==> src/rtl/uart_receive_controller.sv <==
// One UART receive frame: start detect, LSB-first assembly, parity/stop/break checks.
// Result registered one pclk after the stop sample; no backpressure, rx_en low aborts to IDLE.
module uart_receive_controller #(
  parameter int DATA_MAX = 8
) (
  input  logic                pclk,
  input  logic                preset,
  input  logic                rx_en,
  input  logic                rxd,
  input  logic                sample_edge,
  input  logic                receive_done,
  input  logic [1:0]          wls,
  input  logic                pen,
  input  logic                eps,
  input  logic                sp,
  output logic                sample_restart,
  output logic                receive_frame_counter_clear,
  output logic                receive_frame_counter_en,
  output logic                rx_busy,
  output logic [DATA_MAX-1:0] rx_data,
  output logic                rx_data_valid,
  output logic                parity_error,
  output logic                framing_error,
  output logic                break_detect
);

  localparam int IW = $clog2(DATA_MAX + 2);

  typedef enum logic [1:0] {IDLE, START, FRAME, WAIT_IDLE} state_t;

  state_t                state, state_nxt;
  logic                  rxd_q;
  logic [IW-1:0]         bit_idx;
  logic [IW-1:0]         d_bits;
  logic [DATA_MAX-1:0]   data_r;
  logic                  par_bit;
  logic                  start_fall;
  logic                  frame_begin;
  logic                  shift_smp;
  logic                  stop_smp;
  logic                  data_par;
  logic                  par_exp;

  assign d_bits      = IW'(5) + IW'(wls);
  assign start_fall  = rx_en & rxd_q & ~rxd;
  assign frame_begin = (state == START) & rx_en & sample_edge & ~rxd;
  assign shift_smp   = (state == FRAME) & rx_en & sample_edge & ~receive_done;
  assign stop_smp    = (state == FRAME) & rx_en & sample_edge & receive_done;

  // data_r is cleared at frame start, so unused MSBs never disturb the reduction
  assign data_par = ^data_r;
  assign par_exp  = sp ? ~eps : (eps ? data_par : ~data_par);

  always_ff @(posedge pclk) begin
    if (preset) begin
      state <= IDLE;
      rxd_q <= 1'b1;
    end else begin
      state <= state_nxt;
      rxd_q <= rxd;
    end
  end

  always_comb begin
    state_nxt                   = state;
    receive_frame_counter_clear = 1'b1;
    receive_frame_counter_en    = 1'b0;
    rx_busy                     = (state != IDLE);
    case (state)
      IDLE: begin
        if (start_fall) state_nxt = START;
      end
      START: begin
        if (!rx_en)           state_nxt = IDLE;
        else if (sample_edge) state_nxt = rxd ? IDLE : FRAME;
      end
      FRAME: begin
        receive_frame_counter_clear = 1'b0;
        receive_frame_counter_en    = sample_edge;
        if (!rx_en)                            state_nxt = IDLE;
        else if (sample_edge && receive_done)  state_nxt = rxd ? IDLE : WAIT_IDLE;
      end
      WAIT_IDLE: begin
        if (!rx_en || rxd) state_nxt = IDLE;
      end
      default: state_nxt = IDLE;
    endcase
  end

  always_ff @(posedge pclk) begin
    if (preset) begin
      bit_idx <= '0;
      data_r  <= '0;
      par_bit <= 1'b0;
    end else if (frame_begin) begin
      bit_idx <= '0;
      data_r  <= '0;
      par_bit <= 1'b0;
    end else if (shift_smp) begin
      for (int i = 0; i < DATA_MAX; i++) begin
        if (bit_idx < d_bits && bit_idx == IW'(i)) data_r[i] <= rxd;
      end
      if (pen && bit_idx == d_bits) par_bit <= rxd;
      bit_idx <= bit_idx + IW'(1);
    end
  end

  // Result outputs hold between frames; aborted frames leave them untouched
  always_ff @(posedge pclk) begin
    if (preset) begin
      sample_restart <= 1'b0;
      rx_data_valid  <= 1'b0;
      rx_data        <= '0;
      parity_error   <= 1'b0;
      framing_error  <= 1'b0;
      break_detect   <= 1'b0;
    end else begin
      sample_restart <= (state == IDLE) & start_fall;
      rx_data_valid  <= stop_smp;
      if (stop_smp) begin
        rx_data       <= data_r;
        parity_error  <= pen & (par_bit != par_exp);
        framing_error <= ~rxd;
        break_detect  <= ~rxd & (data_r == '0) & (~pen | ~par_bit);
      end
    end
  end

endmodule

==> config.mk <==
export PLATFORM = sky130hd
export DESIGN_NAME = uart_receive_controller
export DESIGN_NICKNAME = d
export VERILOG_FILES = /design/src/rtl/uart_receive_controller.sv
export SDC_FILE = /design/constraint.sdc
export NUM_CORES = 1
export LEC_CHECK = 0
export CAP_MARGIN = 20
export CORE_ASPECT_RATIO = 1.2
export CORE_UTILIZATION = 56
export DETAILED_ROUTE_END_ITERATION = 16
export PLACE_DENSITY = 0.91
export SYNTH_ARGS = -nofsm -noshare
export SYNTH_HDL_FRONTEND = slang
export SYNTH_SLANG_ARGS = --single-unit
==> constraint.sdc <==
create_clock -name pclk -period 3.2 [get_ports pclk]
set_input_delay 0.32 -clock pclk [delete_from_list [all_inputs] [get_ports pclk]]
set_output_delay 0.32 -clock pclk [all_outputs]
set_load 0.1 [all_outputs]
# After elaboration in Yosys (flattened, before gate mapping)
# Cells that the tools add are included.
[totals] regBits=29 inputBits=11 output_inout_bits=16 wordCells=98
[op_classes] addsub=2 order_cmp=1 eq_ne=16 n_mux=13 bitwise_logic=20 n_reduce_logical=28
[op_table] operator="$reduce_and A2 Y1" n=9
[op_table] operator="$eq A4 B3 Y1 const B" n=4
[op_table] operator="$mux W2" n=8
[op_table] operator="$and A1 B1 Y1" n=13
[op_table] operator="$logic_and A1 B1 Y1" n=10
[op_table] operator="$eq A4 B2 Y1 const B" n=2
[op_table] operator="$logic_not A8 Y1" n=1
[op_table] operator="$pmux W2 S4" n=1
[op_table] operator="$reduce_xor A8 Y1" n=1
[op_table] operator="$not A1 Y1" n=6
[op_table] operator="$add A3 B2 Y4 const A" n=1
[op_table] operator="$add A4 B1 Y4 const B" n=1
[op_table] operator="$eq A2 B2 Y1 const B" n=2
[op_table] operator="$eq A4 B1 Y1 const B" n=1
[op_table] operator="$eq A4 B4 Y1" n=1
[op_table] operator="$logic_not A4 Y1" n=1
[op_table] operator="$lt A4 B4 Y1" n=1
[op_table] operator="$mux W1" n=4
[op_table] operator="$ne A2 B2 Y1 const B" n=2
[op_table] operator="$reduce_and A4 Y1" n=1
[op_table] operator="$ne A3 B2 Y1 const B" n=1
[op_table] operator="$ne A3 B3 Y1 const B" n=1
[op_table] operator="$eq A2 B1 Y1 const B" n=1
[op_table] operator="$logic_not A2 Y1" n=1
[op_table] operator="other kinds (6)" n=6

# Longest topological paths before layout
# Gate-level depths: netlist of run 1.
[logic_depth] ltp_word=6 depth_mapped=7 mapped_depth_nobuf=7

# Worst setup path after synthesis of run 1
# No wires, ideal clock.
[synth_timing] path_kind="in2reg" from="input wls[0]" to="register data_r[0]" setup_time_ns=0.126 t_arrival_ns=1.660 required_time_ns=3.074 path_slack_ns=1.414 path_stages=7 n_path_buf=0 cell_sequence="ha_1 > inv_1 > ha_1 > nor2b_1 > o211ai_1 > nand4_1 > mux2i_1"
[synth_via] elab_chain_len=4
[synth_lines] element="start: declaration" line="12" source="input logic [1:0] wls,"
[synth_lines] element="$add A3 B2 Y4" line="44" source="assign d_bits = IW'(5) + IW'(wls);"
[synth_lines] element="$lt A4 B4 Y1" line="101" source="if (bit_idx < d_bits && bit_idx == IW'(i)) data_r[i] <= rxd;"
[synth_lines] element="$logic_and A1 B1 Y1" line="101"
[synth_lines] element="$reduce_and A2 Y1 (no source line)"
[synth_lines] element="end signal: indexed assignment" line="101"
[synth_lines] element="end: declaration" line="35" source="logic [DATA_MAX-1:0] data_r;"
# No other way between the ends.
# A chain may end at the register's enable or synchronous reset.

# Worst setup path in the final report of run 1
[layout_timing] from="register rx_data[6]" to="output rx_data[6]"
[layout_lines] element="start: declaration" line="20" source="output logic [DATA_MAX-1:0] rx_data,"
[layout_lines] element="start signal: assignment" line="121" source="rx_data <= data_r;"
# No word-level cell between the ends.

==> flow_summary.yaml, run 1 <==
layout:
  antenna_cells: 0
  drive_gt1_share_pct: 10.7
  area_growth_syn_to_layout_pct: 20.3
  final-instance-count-excl-fill: 239
  regArea_um2: 581
  multi_input_area_um2: 865
  final_net_count: 228
  fill_cells: 200
placed_design:
  hpwlAfterDp_um: 2330
  place_congestion: 0.848
  portBuffers: 26
  dp_cells: 231
setup_path:
  crit_required_ps: 2880
  r2r_slack_ps: 1370
  critPathMaxFanout: 2
  cp-start-kind: "flop"
  cp_top_family: "buffers and inverters"
  rr_startpoint: "state[1]$_SDFFE_PP0P_"
  crit_arrival_ps: 1810
  critPathBufInv: 1
  rr_worst_depth: 4
  end_kind: "output port"
  path_cells: "clkdlybuf4s50_1"
  max_stage_delay_ps: 1130
  critPathKind: "reg2out"
  critPathSlowestCell: "clkdlybuf4s50_1"
  r2r-end: "parity_error$_SDFFE_PP0P_"
clocking:
  ctsHoldBuffers: 0
  tritoncts: "done"
  cts_buffers: 5
  cts_resized: 0
  htree_levels: 2
  clockRootBuffer: "clkbuf_4"
  clockBufferDepth: 2
  cts_setup_buffers: 0
  clkTransAtPathRegs_ps: 100
  cts.sinks: 29
  clock_latency_ps: 330
sta:
  setup_viol_count_final: 0
  fin_skew_ps: 12.1
  worst_pin_slew_ps: 968
  fin_crit_sh_pct: 66.5
  slew_viol_final: 0
  grt_setup_unrepaired: "false"
  tns_ps: 0
  period_minus_slack_ps: 2130
  fmax_ghz: 0.470
  slew_headroom_pct: 35.3
  hold_viol_final: 0
detailed_routing:
  first_pass_iters: 4
  drt-vias-per-instance: 5.45
  postRouteAntennaNets: 0
  wire_per_inst_um: 12.9
  drc_errors: 0
  vias: 1303
  drt-initial-drc-count: 32
  wirelength_um: 3080
floorplanning:
  die-area_um2: 2960
  die-height_um: 59.4
  pin_count: 27
  core-area_um2: 2580
  start_util_pct: 59.7
  core.rowCount: 20
  dieWidth_um: 49.8
run:
  maxCapViolCount: 0
hold_path:
  hold_path_class: "reg2reg"
  hold_path.startpoint: "rx_data[0]$_SDFFE_PP0P_"
  min_path_cells: 2
  hold_end: "rx_data[0]$_SDFFE_PP0P_"
synth:
  ys_seq_elements: 29
  yosysWarningCount: 0
  syn_nets: 202
  syn_area_um2: 1540
  synth.distinct_cells: 36
  ys_seq_area_share_pct: 37.8
  synth_cells: 179
  synth_area_per_cell_um2: 8.59
global_routing:
  grt_overflow: 0
  grt_max_degree: 17
  grt_pass1_wl_um: 5200
  grt_pass1_vias: 1214
  grt_usage_pct: 23.7
  antenna_found_initial: 0
outcome:
  status: "completed"
power:
  p_leak_nw: 0.730
  peakVddDrop_v: 0.000308
  power.density_nw_per_um2: 347
  p_total_w: 0.000642
==> worst max-delay path by stage <==
stage	startpoint	endpoint	depth (start not counted)	slack, ps
2_1_floorplan	wls[0]	data_r[0]$_SDFFE_PP0P_	7	1410
3_3_place_gp	wls[0]	data_r[0]$_SDFFE_PP0P_	8	830
3_5_place_dp	wls[0]	data_r[1]$_SDFFE_PP0P_	8	750
4_1_cts	framing_error$_SDFFE_PP0P_	framing_error	1	1050
5_1_grt	wls[0]	data_r[1]$_SDFFE_PP0P_	8	950
6_report	rx_data[6]$_SDFFE_PP0P_	rx_data[6]	1	1070
==> cell usage in the layout (no fill, tap or decap), types with 6 or more instances in the layout <==
master           instances
clkdlybuf4s50_1         23
a21oi_1                 13
nand4_1                  6
inv_1                   14
nand2_1                 30
nand3_1                  7
ha_1                    12
xnor2_1                  7
mux2i_1                  9
nor2_1                  10
dfxtp_1                 29
==> per-layer routing <==
metal	track usage (%)	up-vias	wire length, µm
met3	5.64	7	107
met5	0	-	0
met4	13.9	0	76
li1	-	660	-
met2	41.1	29	1550
met1	26.5	607	1350
==> cells by family after synthesis <==
kind of cell / after synthesis / share of synthesized area [%]
flops: 29 / 37.8
mux: 11 / 7.32
fa+ha+maj: 12 / 9.76
simple gates: 75 / 25.2
compound gates: 21 / 8.79
buf+inv: 22 / 6.02
xor+xnor: 9 / 5.13
==> worst min-delay path: stages, from the launching register on <==
cell,delay [ps]
dfxtp_1,310
nand2_1,50
a21oi_1,50
==> where the power goes <==
group	internal (W)	switching [W]	leakage [nW]
Combinational	0.0000252	0.0000376	0.465
Sequential	0.000363	0.00000172	0.234
Clock	0.0000826	0.000132	0.0310
==> flip-flops by register name, summed over array words and instances, names as in the netlist <==
signal / count
rx_data: 8
par_bit: 1
bit_idx: 4
parity_error: 1
data_r: 8
rxd_q: 1
break_detect: 1
sample_restart: 1
rx_data_valid: 1
state: 2
framing_error: 1
==> stage by stage <==
step           utilization (%)  setup WS, ps  area (µm²)  hold WS [ps]
6_report                  71.8          1070        1850           456
5_1_grt                   71.8           948        1850           478
4_1_cts                   71.8          1050        1850           460
3_5_place_dp              69.7           751        1800           447
3_3_place_gp              69.7           835        1800           439
2_1_floorplan                -          1410        1540           397
==> layout make-up <==
cell class,instances,area share [%]
inverter,15,3.04
timing repair buffer,26,13.7
tap,33,2.23
clock inverter,3,0.947
multi-input combinational,128,46.7
sequential,29,31.4
clock buffer,5,2.03
==> cells in the mapped netlist <==
library cell / number / area, µm²
and4b_2: 1 / 11.3
xor2_1: 2 / 17.5
a21oi_2: 1 / 8.76
or2b_1: 1 / 7.51
nand4_1: 6 / 37.5
mux2i_1: 9 / 90.1
or4_1: 1 / 7.51
and4_1: 1 / 8.76
dfxtp_1: 29 / 581
xnor2_1: 7 / 61.3
buf_4: 2 / 15.0
nand3_1: 7 / 35.0
clkbuf_1: 3 / 11.3
nor2b_1: 3 / 18.8
a31oi_2: 1 / 12.5
o21a_1: 2 / 15.0
buf_2: 2 / 10.0
nor3b_1: 2 / 15.0
o211ai_1: 1 / 7.51
nand2_1: 30 / 113
inv_2: 1 / 3.75
inv_1: 14 / 52.6
o32a_1: 1 / 10.0
nand2b_1: 1 / 6.26
nand4b_4: 1 / 23.8
and3_1: 3 / 18.8
or2b_2: 1 / 8.76
nor4_1: 1 / 6.26
a211oi_1: 1 / 7.51
a31o_2: 1 / 8.76
nor3_1: 4 / 20.0
nor2_1: 10 / 37.5
or2_2: 2 / 12.5
ha_1: 12 / 150
mux2_2: 2 / 22.5
a21oi_1: 13 / 65.1
Note: power is estimated with default switching activity, not from simulation.
==> run 2, diff against run 1 <==
- CORE_UTILIZATION: 56 -> 52
- PLACE_DENSITY: 0.91 -> 0.86
- clock period: 3.2 -> 2.05 ns (I/O delays scaled with it)
==> run 2 against run 1 <==
Compared with the run above: setup slack got worse by 760 ps; global-route usage decreased by 1.3 points; core utilization decreased by 3.4 points; largest cell class unchanged.
==> flow_summary.yaml, run 2 (same netlist as run 1, synthesis figures left out) <==
layout:
  area_growth_syn_to_layout_pct: 25.0
  antenna_cells: 0
  reg_top3: "data_r: 8 flops, rx_data: 8 flops, bit_idx: 4 flops"
  final_net_count: 238
  final_common_cell: "nand2_1"
  fin_util_pct: 68.4
  fill_cells: 227
  multi_input_area_um2: 865
  layout_common_cells: "30 x nand2_1, 29 x dfxtp_1, 25 x buf_4"
  drive_gt1_share_pct: 20.8
  regArea_um2: 581
placed_design:
  portBuffers: 26
  hpwlAfterDp_um: 2510
  dp_slack_ps: -53.8
  place_congestion: 0.875
clocking:
  htree_levels: 2
  cts_buffers: 5
  ctsHoldBuffers: 0
  cts_setup_buffers: 0
  clkTransAtPathRegs_ps: 90
  clockBufferDepth: 2
  cts.sinks: 29
  cts_resized: 0
  tritoncts: "done"
  clock_latency_ps: 330
  clockRootBuffer: "clkbuf_4"
sta:
  slew_viol_final: 0
  final.setup.worst_slack_ps: 312
  grt_setup_unrepaired: "false"
  hold_viol_final: 0
  tns_ps: 0
  setup_viol_count_final: 0
  slew_headroom_pct: 66.5
  worst_pin_slew_ps: 499
  fin_skew_ps: 8.77
  fmax_ghz: 0.575
  fin_crit_sh_pct: 84.8
  period_minus_slack_ps: 1740
floorplanning:
  die-area_um2: 3180
  core-area_um2: 2810
  dieWidth_um: 51.6
  pin_count: 27
  start_util_pct: 54.7
  die-height_um: 61.6
  core.rowCount: 21
hold_path:
  min_path_cells: 2
  hold_path_class: "reg2reg"
  hold_path.startpoint: "rx_data[3]$_SDFFE_PP0P_"
  hold_end: "rx_data[3]$_SDFFE_PP0P_"
power:
  sw_frac_of_total_pct: 24.4
  peakVddDrop_v: 0.000499
  intPower_w: 0.000813
  p_seq_share_pct: 52.9
  p_comb_share_pct: 10.2
  power_frac_clock_pct: 36.9
  power.density_nw_per_um2: 560
  p_sw_w: 0.000262
  p_leak_nw: 0.818
setup_path:
  crit_arrival_ps: 1950
  r2r-end: "parity_error$_SDFFE_PP0P_"
  cp_top_family: "buffers and inverters"
  r2r_slack_ps: 380
  cp-start-kind: "primary input"
  end_kind: "flop"
  rr_worst_depth: 4
  rr_startpoint: "state[1]$_SDFFE_PP0P_"
  max_stage_delay_ps: 420
  crit_required_ps: 2260
  critPathKind: "in2reg"
  critPathSlowestCell: "clkdlybuf4s50_1"
  critPathBufInv: 3
  crit_top_cell: "ha_1"
  critPathMaxFanout: 8
  path_cells: "clkdlybuf4s50_1, ha_1, inv_1, ha_1, nor2b_1, o211ai_1, buf_4, nand3_1, mux2i_1"
detailed_routing:
  postRouteAntennaNets: 0
  drc_errors: 0
  first_pass_iters: 4
  wirelength_um: 3160
  drt-initial-drc-count: 46
  wire_per_inst_um: 12.6
  drt-vias-per-instance: 5.41
  vias: 1352
global_routing:
  grt_pass1_wl_um: 5020
  grt_pass1_vias: 1157
  grt_overflow: 0
  grt_usage_pct: 22.4
  antenna_found_initial: 0
  grt_max_degree: 14
outcome:
  status: "completed"
run:
  maxCapViolCount: 0
==> run 2: metrics by stage <==
step / hold WS [ps] / instances / cell area, µm² / power (W)
floorplan: 282 / 179 / 1540 / 0.000644
global placement: 440 / 242 / 1850 / 0.000688
detailed placement: 449 / 242 / 1850 / 0.000691
CTS: 461 / 250 / 1920 / 0.00108
global route: 477 / 250 / 1920 / 0.00112
finish: 458 / 250 / 1920 / 0.00108
==> run 2: final cells by class <==
type | instances | share of cell area, %
clock inverters | 1 | 0.260
inverters | 15 | 2.93
repair buffers | 36 | 16.0
multi-input cells | 128 | 45.0
clock buffers | 7 | 3.39
flip-flops and latches | 29 | 30.2
well taps | 34 | 2.21
==> run 2: how the worst max path moves through the flow <==
stage / startpoint / end / depth (start not counted)
global route: wls[0] / data_r[4]$_SDFFE_PP0P_ / 9
global placement: wls[0] / data_r[3]$_SDFFE_PP0P_ / 9
CTS: wls[1] / data_r[4]$_SDFFE_PP0P_ / 9
detailed placement: wls[1] / data_r[4]$_SDFFE_PP0P_ / 9
floorplan: wls[0] / data_r[0]$_SDFFE_PP0P_ / 7
finish: wls[1] / data_r[1]$_SDFFE_PP0P_ / 9
==> run 2: worst min-delay path, stage by stage (launching register included) <==
cell and delay (ps):
dfxtp_1 320, nand2_1 50, a21oi_1 50
==> run 2: per-layer routing <==
metal / part of all wire, % / track usage (%)
met5: 0 / 0
met3: 4.6 / 7.90
met1: 41 / 23.7
met2: 52 / 38.8
met4: 2.5 / 12.7
==> run 2: power by group through the flow <==
| stage | clock network [W] | logic [W] | registers, W |
|---|---|---|---|
| CTS | 0.000404 | 0.000110 | 0.000569 |
| floorplan | 0 | 0.0000570 | 0.000587 |
| detailed placement | 0 | 0.000110 | 0.000582 |
| finish | 0.000397 | 0.000109 | 0.000569 |
| global route | 0.000432 | 0.000118 | 0.000570 |
| global placement | 0 | 0.000106 | 0.000582 |
==> RTL change 1 (flow settings as in run 1) <==
The output `rx_data_valid` loses its register stage (`rx_data_valid` becomes a continuous assignment).
--- a/src/rtl/uart_receive_controller.sv
+++ b/src/rtl/uart_receive_controller.sv
@@ -111,3 +111,2 @@
       sample_restart <= 1'b0;
-      rx_data_valid  <= 1'b0;
       rx_data        <= '0;
@@ -118,3 +117,2 @@
       sample_restart <= (state == IDLE) & start_fall;
-      rx_data_valid  <= stop_smp;
       if (stop_smp) begin
@@ -128,2 +126,4 @@
 
+  assign rx_data_valid = stop_smp;
+
 endmodule
Check against the original RTL: not equivalent (a bounded check fails within 4 cycles, from zero or initial values and one cycle with preset high).
==> RTL change 1 against run 1 <==
- critical path depth grew 4
- clock skew shrank 0.010 ns
- sequential cell count shrank 1
- critical endpoint is now rx_data_valid
- final area shrank 1.4%
- clock power grew 7%
- synthesized area shrank 1.1%
- combinational power is essentially flat
- sequential share of layout area shrank 0.65 points
- worst setup slack lost 0.26 ns
- largest power group unchanged
- routed wire length grew 2.8%
- cell count shrank 2.1%
- global-route usage grew 1.1 points
- synthesized cell count shrank 1.1%
- power grew 0.72%
==> RTL change 1: results <==
export IMPL_grt_pass1_vias=1237
export IMPL_cts_resized=0
export IMPL_ctsRootBufferMaster="clkbuf_4"
export IMPL_grt_max_degree=17
export IMPL_clock_latency_ns=0.33
export IMPL_synth_area_leaders="dfxtp_1, ha_1, nand2_1, mux2i_1, a21oi_1"
export IMPL_p_sw_share_pct=22.2
export IMPL_async_flop_share_pct=0
export IMPL_irDropWorstVdd_mv=0.254
export IMPL_crit_fanout=13
export IMPL_cpLargestDelayFamily="buffers and inverters"
export IMPL_hpwl_mm=2.43
export IMPL_drive_gt1_share_pct=9.45
export IMPL_synth_common_cells="nand2_1, dfxtp_1, inv_1"
export IMPL_vias=1289
export IMPL_track_usage_pct=24.9
export IMPL_synth_seq_area_share_pct=36.9
export IMPL_clk_pin_slew_ns=0.15
export IMPL_fin_nets=225
export IMPL_first_pass_iters=4
export IMPL_critPathMaxStageDelay_ns=0.65
export IMPL_r2r_slack_ns=1.42
export IMPL_skew_ns=0.00178
export IMPL_antenna_cells=0
export IMPL_wire_per_inst_um=13.5
export IMPL_status="finished, final reports clean"
export IMPL_dpl_worst_slack_ns=0.719
export IMPL_synthDistinctLibCells=37
export IMPL_antenna_found_initial=0
export IMPL_place_gp_congestion=0.885
export IMPL_power_leakage_nw=0.728
export IMPL_synth_net_count=200
export IMPL_tightestPinTransition_ns=0.966
export IMPL_wl_mm=3.16
export IMPL_fmax_ghz=0.419
export IMPL_arrival_ns=2.06
export IMPL_cp_slowest_cell="clkdlybuf4s50_1"
export IMPL_clock_path_buffers=2
export IMPL_cts_buffers_inserted=3
export IMPL_cts_htree_levels=1
export IMPL_grt_pass1_wl_mm=5.48
export IMPL_io_buffers=26
export IMPL_postPlaceCellArea_sq_mm=0.00177
export IMPL_syn_avg_cell_area_sq_um=8.59
export IMPL_first_iter_violations=42
## RTL change 1: cells by family after synthesis
logic type | after synthesis | synth area share (%)
AND/OR/NAND/NOR | 74 | 25.4
buffers and inverters | 22 | 6.58
XOR/XNOR | 9 | 5.19
multiplexers | 11 | 7.41
AO/OA/AOI/OAI | 21 | 8.64
adder cells (fa/ha/maj) | 12 | 9.88
flip-flops | 28 | 36.9
## RTL change 1: area by class of cell
cell class / count / area, sq um
well taps: 33 / 41.3
multi-input cells: 127 / 860
inverters: 16 / 60.1
flip-flops and latches: 28 / 561
clock inverters: 1 / 30.0
clock buffers: 3 / 22.5
repair buffers: 26 / 250
fillers: 203 / 728
## RTL change 1: power groups by stage
stage | registers [mW] | clock network [mW] | logic (mW)
5_1_grt | 0.353 | 0.248 | 0.0678
6_report | 0.352 | 0.231 | 0.0628
3_3_place_gp | 0.360 | 0 | 0.0599
4_1_cts | 0.352 | 0.233 | 0.0626
2_1_floorplan | 0.363 | 0 | 0.0357
3_5_place_dp | 0.360 | 0 | 0.0623
## RTL change 1: worst register-to-register path: stages (launching register included)
cell and delay [ns]:
dfxtp_1 0.44, ha_1 0.27, nor2b_1 0.13, o211ai_1 0.47, nand3_1 0.22, mux2i_1 0.16
## RTL change 1: metal layers
layer	wire length, um	vias to the layer above	track usage, %
li1	-	643	-
met1	1320	614	27.2
met2	1690	26	46.5
met3	78	6	3.08
met4	74	0	13.1
met5	0	-	0
## RTL change 1: worst paths after layout
path / start / end / cells after the start
max: sample_edge / rx_data_valid / 5
max reg2reg: bit_idx[1] / data_r[6] / 5
min: rx_data[2] / rx_data[2] / 2
min reg2reg: rx_data[2] / rx_data[2] / 2
## RTL change 1: per-stage QoR
step	power, mW	hold slack [ns]
after detailed placement	0.422	0.455
final	0.646	0.473
after CTS	0.648	0.474
after global placement	0.420	0.443
after global routing	0.669	0.490
after floorplan	0.399	0.393
==> RTL change 2 (flow settings as in run 1) <==
Without the edit above. Change the parameter `DATA_MAX` from 8 to 16.
--- a/src/rtl/uart_receive_controller.sv
+++ b/src/rtl/uart_receive_controller.sv
@@ -3,3 +3,3 @@
 module uart_receive_controller #(
-  parameter int DATA_MAX = 8
+  parameter int DATA_MAX = 16
 ) (
Ports: changed (resized rx_data); port bits go from 27 to 35. The function was not compared with the original's and may differ.
==> RTL change 2 against run 1 <==
- synthesized area grew 50%
- clock skew shrank 0.0053 ns
- non-clock buffer count increased by 10
- sequential power rose by 58%
- sequential share of layout area grew 1.7 points
- routed wire length up 59%
- sequential cell count grew 17
- power grew 69%
- critical path depth up 8
- worst setup slack worse by 0.17 ns
- die area grew 48%
- final area is 50% higher
==> RTL change 2: results <==
export IMPL_arrival_ns=2.49
export IMPL_grt_pass1_wl_mm=8.11
export IMPL_tightestPinTransition_ns=0.976
export IMPL_postPlaceCellArea_sq_mm=0.00267
export IMPL_drive_gt1_share_pct=7.00
export IMPL_synthDistinctLibCells=31
export IMPL_clock_latency_ns=0.31
export IMPL_first_pass_iters=4
export IMPL_clk_pin_slew_ns=0.09
export IMPL_grt_max_degree=24
export IMPL_grt_pass1_vias=1812
export IMPL_io_buffers=34
export IMPL_status="finished, final reports clean"
export IMPL_n_fill_cell=312
export IMPL_synth_net_count=297
export IMPL_viasPerCell=5.49
export IMPL_skew_ns=0.00681
export IMPL_crit_fanout=16
export IMPL_synth_seq_area_share_pct=39.8
export IMPL_first_iter_violations=80
export IMPL_dpl_worst_slack_ns=0.607
export IMPL_synth_area_leaders="dfxtp_1, ha_1, mux2i_1, nand2_1, nand4_1"
export IMPL_track_usage_pct=25.0
export IMPL_synth_common_cells="dfxtp_1, nand2_1, nor2_1"
export IMPL_power_leakage_nw=1.14
export IMPL_hpwl_mm=3.54
export IMPL_top_regs="data_r x16, rx_data x16, bit_idx x5"
export IMPL_irDropWorstVdd_mv=0.251
export IMPL_place_gp_congestion=0.852
export IMPL_wire_per_inst_um=13.8
export IMPL_fin_nets=328
export IMPL_ctsRootBufferMaster="clkbuf_8"
export IMPL_antenna_cells=0
[RTL change 2: cell count changes in the layout (fill, tap and decap cells not counted), sizes merged, moves of 6 or more]
| cell | run 1 | this run |
|---|---|---|
| ha | 12 | 18 |
| nand4 | 6 | 21 |
| nor2 | 10 | 31 |
| nand3 | 7 | 0 |
| dfxtp | 29 | 46 |
| inv | 15 | 27 |
| clkdlybuf4s50 | 23 | 31 |
| a21oi | 14 | 21 |
| mux2i | 9 | 20 |
| nand2 | 30 | 38 |
[RTL change 2: cell families (layout without fill, tap and decap cells)]
kind of cell | after synthesis | count (layout) | synth area share, %
buffers and inverters | 38 | 70 | 6.76
adder cells (fa/ha/maj) | 18 | 18 | 9.74
XOR/XNOR | 11 | 11 | 4.16
flip-flops | 46 | 46 | 39.8
multiplexers | 20 | 20 | 8.65
AND/OR/NAND/NOR | 107 | 107 | 22.6
AO/OA/AOI/OAI | 28 | 28 | 8.28
[RTL change 2: where the power goes]
group	leakage [nW]	total (mW)	switching, mW	internal, mW
sequential	0.371	0.575	0.00146	0.574
combinational	0.710	0.0637	0.0408	0.0228
clock	0.0585	0.443	0.209	0.234
[RTL change 2: final timing paths]
kind,slack [ns],end,depth (start not counted),from
setup / recovery,0.90,data_r[12],9,wls[0]
hold / removal,0.46,framing_error,2,framing_error
setup reg to reg,1.13,data_r[12],6,bit_idx[3]
hold reg to reg,0.46,framing_error,2,framing_error
[RTL change 2: metal layers]
| metal | wire, um | GRT usage (%) | vias up |
|---|---|---|---|
| met4 | 234 | 16.7 | 0 |
| met2 | 2460 | 42.5 | 60 |
| met5 | 0 | 0 | - |
| met3 | 218 | 5.35 | 17 |
| met1 | 1970 | 27.2 | 903 |
| li1 | - | - | 964 |
[RTL change 2: cell type report]
cell class / instances / area (sq um) / share of cell area [%]
Sequential cell: 46 / 921 / 33.1
Clock buffer: 5 / 68.8 / 2.47
Multi-Input combinational cell: 184 / 1240 / 44.4
Clock inverter: 3 / 43.8 / 1.57
Inverter: 26 / 97.6 / 3.51
Tap cell: 54 / 67.6 / 2.43
Timing Repair Buffer: 36 / 348 / 12.5
[RTL change 2: critical path, stage by stage]
cell,delay [ns]
clkdlybuf4s50_1,0.48
ha_1,0.18
inv_1,0.05
ha_1,0.31
and4b_1,0.26
a22oi_4,0.42
nand4_1,0.20
mux2i_1,0.20
nor2_1,0.07
[RTL change 2: metrics by stage]
stage                     power [mW]  util [%]  cells
after floorplan                0.628         -    268
after global placement         0.650      67.7    346
after detailed placement       0.652      67.7    346
after CTS                       1.08      70.6    354
after global routing            1.11      70.6    354
final                           1.08      70.6    354
